[config.mk]
export PLATFORM = sky130hd
export DESIGN_NAME = ccm_lsu_port
export DESIGN_NICKNAME = d
export VERILOG_FILES = /design/src/rtl/ccm_lsu_pkg.sv /design/src/rtl/ccm_lsu_align.sv /design/src/rtl/ccm_lsu_port.sv
export SDC_FILE = /design/constraint.sdc
export NUM_CORES = 1
export LEC_CHECK = 0
export CORE_MARGIN = 4
export CORE_UTILIZATION = 42
export DETAILED_ROUTE_END_ITERATION = 12
export GPL_TIMING_DRIVEN = 0
export PLACE_DENSITY = 0.73
export SYNTH_ARGS = -nofsm -noshare
export SYNTH_HDL_FRONTEND = slang
export SYNTH_HIERARCHICAL = 1
export SYNTH_SLANG_ARGS = --single-unit
[constraint.sdc]
create_clock -name clk -period 2.7 [get_ports clk]
set_input_delay 0.54 -clock clk [delete_from_list [all_inputs] [get_ports clk]]
set_output_delay 0.54 -clock clk [all_outputs]
set_load 0.005 [all_outputs]
[src/rtl/ccm_lsu_pkg.sv]
// ---------------------------------------------------------------------------
// ccm_lsu_pkg
//   Shared definitions for the CCM load/store port:
//     - request size encodings carried on req_size
//     - FSM state type used by ccm_lsu_port
//     - lane widths used by the alignment logic
// ---------------------------------------------------------------------------
package ccm_lsu_pkg;

    localparam logic [1:0] SZ_BYTE = 2'd0;
    localparam logic [1:0] SZ_HALF = 2'd1;
    localparam logic [1:0] SZ_WORD = 2'd2;

    localparam int BYTE_W = 8;
    localparam int HALF_W = 16;

    typedef enum logic [1:0] {
        IDLE      = 2'd0,
        LOAD_WAIT = 2'd1,
        RMW_WAIT  = 2'd2
    } lsu_state_e;

endpackage

[src/rtl/ccm_lsu_align.sv]
// ---------------------------------------------------------------------------
// ccm_lsu_align
//   Purely combinational lane logic for the CCM load/store port.
//     word      : word returned by the controller (or forwarded write data)
//     size      : SZ_BYTE / SZ_HALF / SZ_WORD
//     lane      : byte address bits [1:0]
//     ld_signed : sign-extend sub-word load results
//     st_wdata  : right-aligned store data
//     ld_rdata  : extracted and extended load result
//     st_word   : word with the store byte(s) merged into their lane(s)
// ---------------------------------------------------------------------------
module ccm_lsu_align
    import ccm_lsu_pkg::*;
#(
    parameter int DATA_WIDTH = 32
) (
    input  logic [DATA_WIDTH-1:0] word,
    input  logic [1:0]            size,
    input  logic [1:0]            lane,
    input  logic                  ld_signed,
    input  logic [DATA_WIDTH-1:0] st_wdata,
    output logic [DATA_WIDTH-1:0] ld_rdata,
    output logic [DATA_WIDTH-1:0] st_word
);

    logic [BYTE_W-1:0] ld_byte;
    logic [HALF_W-1:0] ld_half;

    // Byte k sits at bits [8k+7:8k]; half h sits at bits [16h+15:16h].
    always_comb begin
        ld_byte  = word[{lane, 3'b000} +: BYTE_W];
        ld_half  = word[{lane[1], 4'b0000} +: HALF_W];
        ld_rdata = word;
        case (size)
            SZ_BYTE: ld_rdata = {{(DATA_WIDTH-BYTE_W){ld_signed & ld_byte[BYTE_W-1]}}, ld_byte};
            SZ_HALF: ld_rdata = {{(DATA_WIDTH-HALF_W){ld_signed & ld_half[HALF_W-1]}}, ld_half};
            default: ld_rdata = word;
        endcase
    end

    always_comb begin
        st_word = word;
        case (size)
            SZ_BYTE: st_word[{lane, 3'b000} +: BYTE_W]    = st_wdata[BYTE_W-1:0];
            SZ_HALF: st_word[{lane[1], 4'b0000} +: HALF_W] = st_wdata[HALF_W-1:0];
            default: st_word = st_wdata;
        endcase
    end

endmodule

[src/rtl/ccm_lsu_port.sv]
// ---------------------------------------------------------------------------
// ccm_lsu_port
//   Core-side initiator for the CCM controller. Turns byte/half/word LSU
//   requests into word-wide controller reads and writes; sub-word stores are
//   done as read-modify-write because the controller has no byte enables.
//   A read of the word written in the previous cycle would see stale data
//   (the controller registers its write), so such requests are stalled one
//   cycle, or, with CCM_LSU_FWD_EN defined, served from the last written word.
//
//   Optional feature macro: CCM_LSU_FWD_EN (write-to-read forwarding).
//
//   Ports
//     clk, rst_n                 clock, asynchronous active-low reset
//     req_valid / req_ready      request handshake
//     req_we, req_addr, req_size,
//     req_signed, req_wdata      request fields (byte address, right-aligned data)
//     resp_valid, resp_rdata,
//     resp_err                   one-cycle response pulse
//     cntlr_rd, cntlr_raddr      controller read strobe / word address
//     cntlr_rd_data,
//     cntlr_rd_valid             read return, one cycle after cntlr_rd
//     cntlr_wr, cntlr_waddr,
//     cntlr_wr_data              controller write strobe / word address / data
// ---------------------------------------------------------------------------
module ccm_lsu_port
    import ccm_lsu_pkg::*;
#(
    parameter int ADDR_WIDTH = 11,
    parameter int DATA_WIDTH = 32
) (
    input  logic                  clk,
    input  logic                  rst_n,
    input  logic                  req_valid,
    output logic                  req_ready,
    input  logic                  req_we,
    input  logic [ADDR_WIDTH+1:0] req_addr,
    input  logic [1:0]            req_size,
    input  logic                  req_signed,
    input  logic [DATA_WIDTH-1:0] req_wdata,
    output logic                  resp_valid,
    output logic [DATA_WIDTH-1:0] resp_rdata,
    output logic                  resp_err,
    output logic                  cntlr_rd,
    output logic [ADDR_WIDTH-1:0] cntlr_raddr,
    input  logic [DATA_WIDTH-1:0] cntlr_rd_data,
    input  logic                  cntlr_rd_valid,
    output logic                  cntlr_wr,
    output logic [ADDR_WIDTH-1:0] cntlr_waddr,
    output logic [DATA_WIDTH-1:0] cntlr_wr_data
);

    lsu_state_e state, state_nxt;

    logic [ADDR_WIDTH-1:0] word_addr;
    logic [1:0]            lane;
    logic                  misalign;
    logic                  needs_rd;
    logic                  hazard;
    logic                  fwd_hit;
    logic                  accept;
    logic                  advance;
    logic                  use_fwd;

    // Request fields captured at acceptance
    logic [1:0]            size_p1;
    logic [1:0]            lane_p1;
    logic                  signed_p1;
    logic [DATA_WIDTH-1:0] wdata_p1;
    logic [ADDR_WIDTH-1:0] waddr_p1;

    logic                  last_wr;
    logic [ADDR_WIDTH-1:0] last_waddr;

    logic [DATA_WIDTH-1:0] src_word;
    logic [DATA_WIDTH-1:0] ld_rdata;
    logic [DATA_WIDTH-1:0] st_word;

    logic                  resp_valid_nxt;
    logic                  resp_err_nxt;
    logic [DATA_WIDTH-1:0] resp_rdata_nxt;

    assign word_addr = req_addr[ADDR_WIDTH+1:2];
    assign lane      = req_addr[1:0];

    assign misalign = (req_size == 2'd3)
                    || (req_size == SZ_HALF && lane[0])
                    || (req_size == SZ_WORD && lane != 2'd0);

    // Loads and sub-word stores read the word first; word stores never do.
    assign needs_rd = !misalign && !(req_we && req_size == SZ_WORD);

    assign hazard = last_wr && req_valid && needs_rd && (word_addr == last_waddr);

`ifdef CCM_LSU_FWD_EN
    logic [DATA_WIDTH-1:0] last_wdata;
    logic                  fwd_p1;

    // last_wdata only changes on a write, so it still holds the colliding
    // word in the wait state after a forwarded request was accepted.
    always_ff @(posedge clk or negedge rst_n) begin
        if (!rst_n) begin
            last_wdata <= '0;
            fwd_p1     <= 1'b0;
        end else begin
            if (cntlr_wr)
                last_wdata <= cntlr_wr_data;
            if (accept)
                fwd_p1 <= fwd_hit;
        end
    end

    assign req_ready = rst_n && (state == IDLE);
    assign fwd_hit   = hazard;
    assign use_fwd   = fwd_p1;
    assign src_word  = fwd_p1 ? last_wdata : cntlr_rd_data;
`else
    assign req_ready = rst_n && (state == IDLE) && !hazard;
    assign fwd_hit   = 1'b0;
    assign use_fwd   = 1'b0;
    assign src_word  = cntlr_rd_data;
`endif

    assign accept  = req_valid && req_ready;
    assign advance = use_fwd || cntlr_rd_valid;

    ccm_lsu_align #(
        .DATA_WIDTH (DATA_WIDTH)
    ) u_align (
        .word      (src_word),
        .size      (size_p1),
        .lane      (lane_p1),
        .ld_signed (signed_p1),
        .st_wdata  (wdata_p1),
        .ld_rdata  (ld_rdata),
        .st_word   (st_word)
    );

    always_comb begin
        state_nxt      = state;
        cntlr_rd       = 1'b0;
        cntlr_raddr    = '0;
        cntlr_wr       = 1'b0;
        cntlr_waddr    = '0;
        cntlr_wr_data  = '0;
        resp_valid_nxt = 1'b0;
        resp_err_nxt   = 1'b0;
        resp_rdata_nxt = '0;
        case (state)
            IDLE: begin
                // Stray or stale read returns are ignored here.
                if (accept) begin
                    if (misalign) begin
                        resp_valid_nxt = 1'b1;
                        resp_err_nxt   = 1'b1;
                    end else if (req_we && req_size == SZ_WORD) begin
                        cntlr_wr       = 1'b1;
                        cntlr_waddr    = word_addr;
                        cntlr_wr_data  = req_wdata;
                        resp_valid_nxt = 1'b1;
                    end else begin
                        cntlr_rd    = !fwd_hit;
                        cntlr_raddr = fwd_hit ? '0 : word_addr;
                        state_nxt   = req_we ? RMW_WAIT : LOAD_WAIT;
                    end
                end
            end
            LOAD_WAIT: begin
                if (advance) begin
                    resp_valid_nxt = 1'b1;
                    resp_rdata_nxt = ld_rdata;
                    state_nxt      = IDLE;
                end
            end
            RMW_WAIT: begin
                if (advance) begin
                    cntlr_wr       = 1'b1;
                    cntlr_waddr    = waddr_p1;
                    cntlr_wr_data  = st_word;
                    resp_valid_nxt = 1'b1;
                    state_nxt      = IDLE;
                end
            end
            default: state_nxt = IDLE;
        endcase
    end

    // Stage boundary: accept -> wait state / response register
    always_ff @(posedge clk or negedge rst_n) begin
        if (!rst_n) begin
            state      <= IDLE;
            resp_valid <= 1'b0;
            resp_err   <= 1'b0;
            resp_rdata <= '0;
            size_p1    <= '0;
            lane_p1    <= '0;
            signed_p1  <= 1'b0;
            wdata_p1   <= '0;
            waddr_p1   <= '0;
            last_wr    <= 1'b0;
            last_waddr <= '0;
        end else begin
            state      <= state_nxt;
            resp_valid <= resp_valid_nxt;
            resp_err   <= resp_err_nxt;
            resp_rdata <= resp_rdata_nxt;
            if (accept) begin
                size_p1   <= req_size;
                lane_p1   <= lane;
                signed_p1 <= req_signed;
                wdata_p1  <= req_wdata;
                waddr_p1  <= word_addr;
            end
            last_wr    <= cntlr_wr;
            last_waddr <= cntlr_waddr;
        end
    end

endmodule

==> metrics.md <==
| Metric | Value |
|---|---|
| Main area contributors after synthesis | dfrtp_1 41%, mux2_2 11%, a22o_1 8.8% |
| Final worst path period need | between 2 and 3 ns |
| CP top delay family | buffers and inverters |
| Post-Synth Adder-Cell Area | 1.940% |
| FF-to-FF path depth | 7 |
| Core Region | 13400 um2 |
| Worst path buffer plus inverter count | 5 |
| Overall die width | 125.6 um |
| Failing checks | negative setup slack |
| Placement Rows | 42 |
| Area grow syn2layout | 56.31% |
| Vias in the first global route | 5948 |
| Post-route ant nets | 0 |
| Worst r2r src | last_waddr[7]$_DFF_PN0_ |
| Yosys cell types | ~50 |
| Avg Inst Size Synth | 9.855 um2 |
| Clk Latency, worst-skew pair | 0.36 ns |
| N_diodes | 0 |
| Clk slew on worst S/H paths | 0.07 ns |
| Slew Limit Fails | 0 |
| WS Path Type | reg2out |
| Post-synthesis sequential area ratio | 41.39% |
| Dominant cell type by area after synthesis | dfrtp_1 |
| Main combinational cell family by area after synthesis | compound AO/OA/AOI/OAI gates |
| Final Non-Filler Cells | 1024 |
| Max Freq | between 300 and 400 MHz |
| Worst Skew | 0.009227 ns |
| Die height | ~130 um |
| Startpoint types | register |
| CP endpoint kind | output port |
| Crit-path most repeated cell | buf_6 |
| Post-synth EDFFs | 0 |
| Pre-CTS setup slack | -1.440 ns |
| Worst EP required | around 2.2 ns |
| Worst hold path type | in2async |
| Xor/xnor share of the synthesized area | 1.660% |
| Commonest non-fill, non-tap cell in the layout | clkdlybuf4s50_1 |
| CP arrival | approximately 2.4 ns |
| Clk root buf | clkbuf_16 |
| DR pass1 iterations | 5 |
| GPL Wtd Cong | 0.9103 |
| Crit-path cells | buf_6 -> inv_8 -> ha_4 -> nor3b_4 -> and3_4 -> buf_6 -> buf_6 -> nand2_2 -> a31oi_1 -> a22o_1 -> buf_2 |
| Clock Sinks | 96 |
| TritonCTS clock tree | yes |
| Post-synthesis mux area share | 13.36% |
| Starting density of the core | 43.31% |
| Largest net degree at the start of global routing | 36 |
| Power per standard cell area | 941.7 nW/um2 |
| Crit path max fanout | 4 |
| Final Hold Vio Count | 0 |
| Ys flop type | dfrtp_1 |
| Setup slack, reg-to-reg | 0.34 ns |
| IO buf count | 175 |
| RSZ-0062 raised after global routing | yes |
| Ys Warns | 6 |
| Detailed placement HPWL | 15.35 mm |
| Outcome | complete, but fails checks |
| Vias | approximately 5.9k |
| Cells after DPL | 941 |
| DRC | 0 |
| Post-synth top area share | approximately two fifths |
| Slowest stage delay, CP | 0.39 ns |
| TritonCTS buffer count | 9 |
| FF+latch count, synth | 96 |
| CTS Hold Bufs | 0 |
| Period utilisation layout | 108.4% |
| Setup violations, final | 43 |
| Post-Syn Area | 5804 um2 |
| Mapped Cells | ~590 |
| CTS H-tree depth | 3 |
| Max cap viols | 0 |
| FFs w/ async S/R, synth | between 90% and 100% |
| Aggregate routed wire length | between 20 and 25 mm |
| Clk buf depth | 2 |
| Actual slew at the worst max-slew pin | 0.5865 ns |
| Post-synthesis net count | 683 |
| Wire per inst | 21.32 um |
| Leak | 0.004275 uW |
| Die area | 15760 um2 |
| Slew HR | around three fifths |
| DR iter-0 viols | 535 |
| Commonest non-fill, non-tap cells in the layout | 104 x clkdlybuf4s50_1, 95 x dfrtp_1, 70 x nand2_1, 57 x a22o_1, 54 x mux2_2 |
| Synth Area in Compound Gates | around a fifth |
| Setup WS post-layout | -0.2255 ns |
| GR Util All Layers | 27.58% |
| Top Ports | roughly 180 |
| Drt via density | 5.779 |
| Total grt overflow | 0 |
| Worst R2R End | wdata_p1[12]$_DFFE_PN0N_ |
| Initial antenna violation count | 0 |
| Slowest CP cell | dfrtp_1 |
| Max VDD drop | 0.4569 mV |
| First-pass GRT wire length | 34.18 mm |
| Share of layout cells above drive strength 1 | 37.26% |
| Nets | 937 |
| Post-Synth Simple-Gate Area | 16.71% |
## registers in the layout, indices dropped and copies added (netlist names)
name        flops
resp_rdata     32
wdata_p1       32
last_waddr     11
waddr_p1       11
lane_p1         2
size_p1         2
state           2
last_wr         1
resp_err        1
resp_valid      1
signed_p1       1
## worst max path at each step
stage,cells after the start,to,from
after floorplan,6,cntlr_raddr[3],req_addr[2]
final,11,cntlr_wr_data[16],lane_p1[1]$_DFFE_PN0N_
after detailed placement,7,cntlr_wr_data[1],rst_n
after global routing,11,cntlr_wr_data[21],lane_p1[1]$_DFFE_PN0N_
after global placement,6,cntlr_wr_data[1],rst_n
after CTS,11,cntlr_wr_data[21],lane_p1[1]$_DFFE_PN0N_
## stage by stage
step           instance area, um2  hold slack [ns]  power [uW]  util [%]  TNS (ns)
2_1_floorplan                5804           0.2444        4762         -         0
6_report                     9072          0.02132        8544     67.70    -5.191
3_3_place_gp                 7776           0.4865        6057     58.03   -680.73
4_1_cts                      8841          0.02912        8086     65.98    -4.105
5_1_grt                      9072          0.02631        9032     67.70    -7.871
3_5_place_dp                 7801           0.4939        6169     58.22    -86.49
## logic make-up after synthesis
kind of cell               after synthesis
buffers and inverters                   61
adders and majority gates                9
and+or+nand+nor                        195
muxes                                   68
DFF                                     96
xor gates and xnor gates                11
AOI/OAI and AO/OA                      149
## synthesized netlist by cell type (6+ instances only)
| master | instances |
|---|---|
| dfrtp_1 | 96 |
| nand2_1 | 91 |
| a22o_1 | 58 |
| mux2_2 | 57 |
| and3_1 | 35 |
| clkbuf_1 | 27 |
| nor2_1 | 19 |
| a22oi_1 | 15 |
| inv_1 | 14 |
| a21oi_1 | 13 |
| and2_1 | 13 |
| nor3b_1 | 11 |
| buf_2 | 10 |
| o211ai_1 | 10 |
| o21a_1 | 10 |
| a31oi_1 | 9 |
| ha_1 | 9 |
| mux2_1 | 9 |
| o21ai_0 | 9 |
| a222oi_1 | 7 |
| xor2_1 | 7 |
| a221o_1 | 6 |
| nand2b_1 | 6 |
## layer usage
metal / vias up / track usage (%) / routed length [um]
li1: 2681 / - / -
met1: 2891 / 36.45 / 8836
met2: 298 / 45.75 / 10710
met3: 48 / 4.563 / 1679
met4: 0 / 10.01 / 610
met5: - / 0 / 0
## power breakdown
part / leakage, uW / switching [uW] / internal (uW) / total (uW)
Sequential: 0.00122 / 427 / 1890 / 2320
Clock: 0.000126 / 587 / 631 / 1220
Combinational: 0.00293 / 2460 / 2550 / 5010
Total: 0.00428 / 3470 / 5070 / 8540
## repair_timing
action / 4_1_cts / 5_1_grt
setup buffers: 58 / 16
gates resized for setup: 367 / 67
gates cloned: 4 / 0
setup endpoints to repair: 65 / 65
pin swaps: 80 / 60
## final cells by class
| class | count | area [um2] |
|---|---|---|
| fillers | 1054 | 4328 |
| multi-input cells | 432 | 3517 |
| flip-flops and latches | 96 | 2404 |
| repair buffers | 251 | 2320 |
| plain buffers | 38 | 262.8 |
| clock buffers | 9 | 225.2 |
| well taps | 176 | 220.2 |
| inverters | 15 | 63.81 |
| clock inverters | 7 | 60.06 |
(Power assumes the default switching activity.)
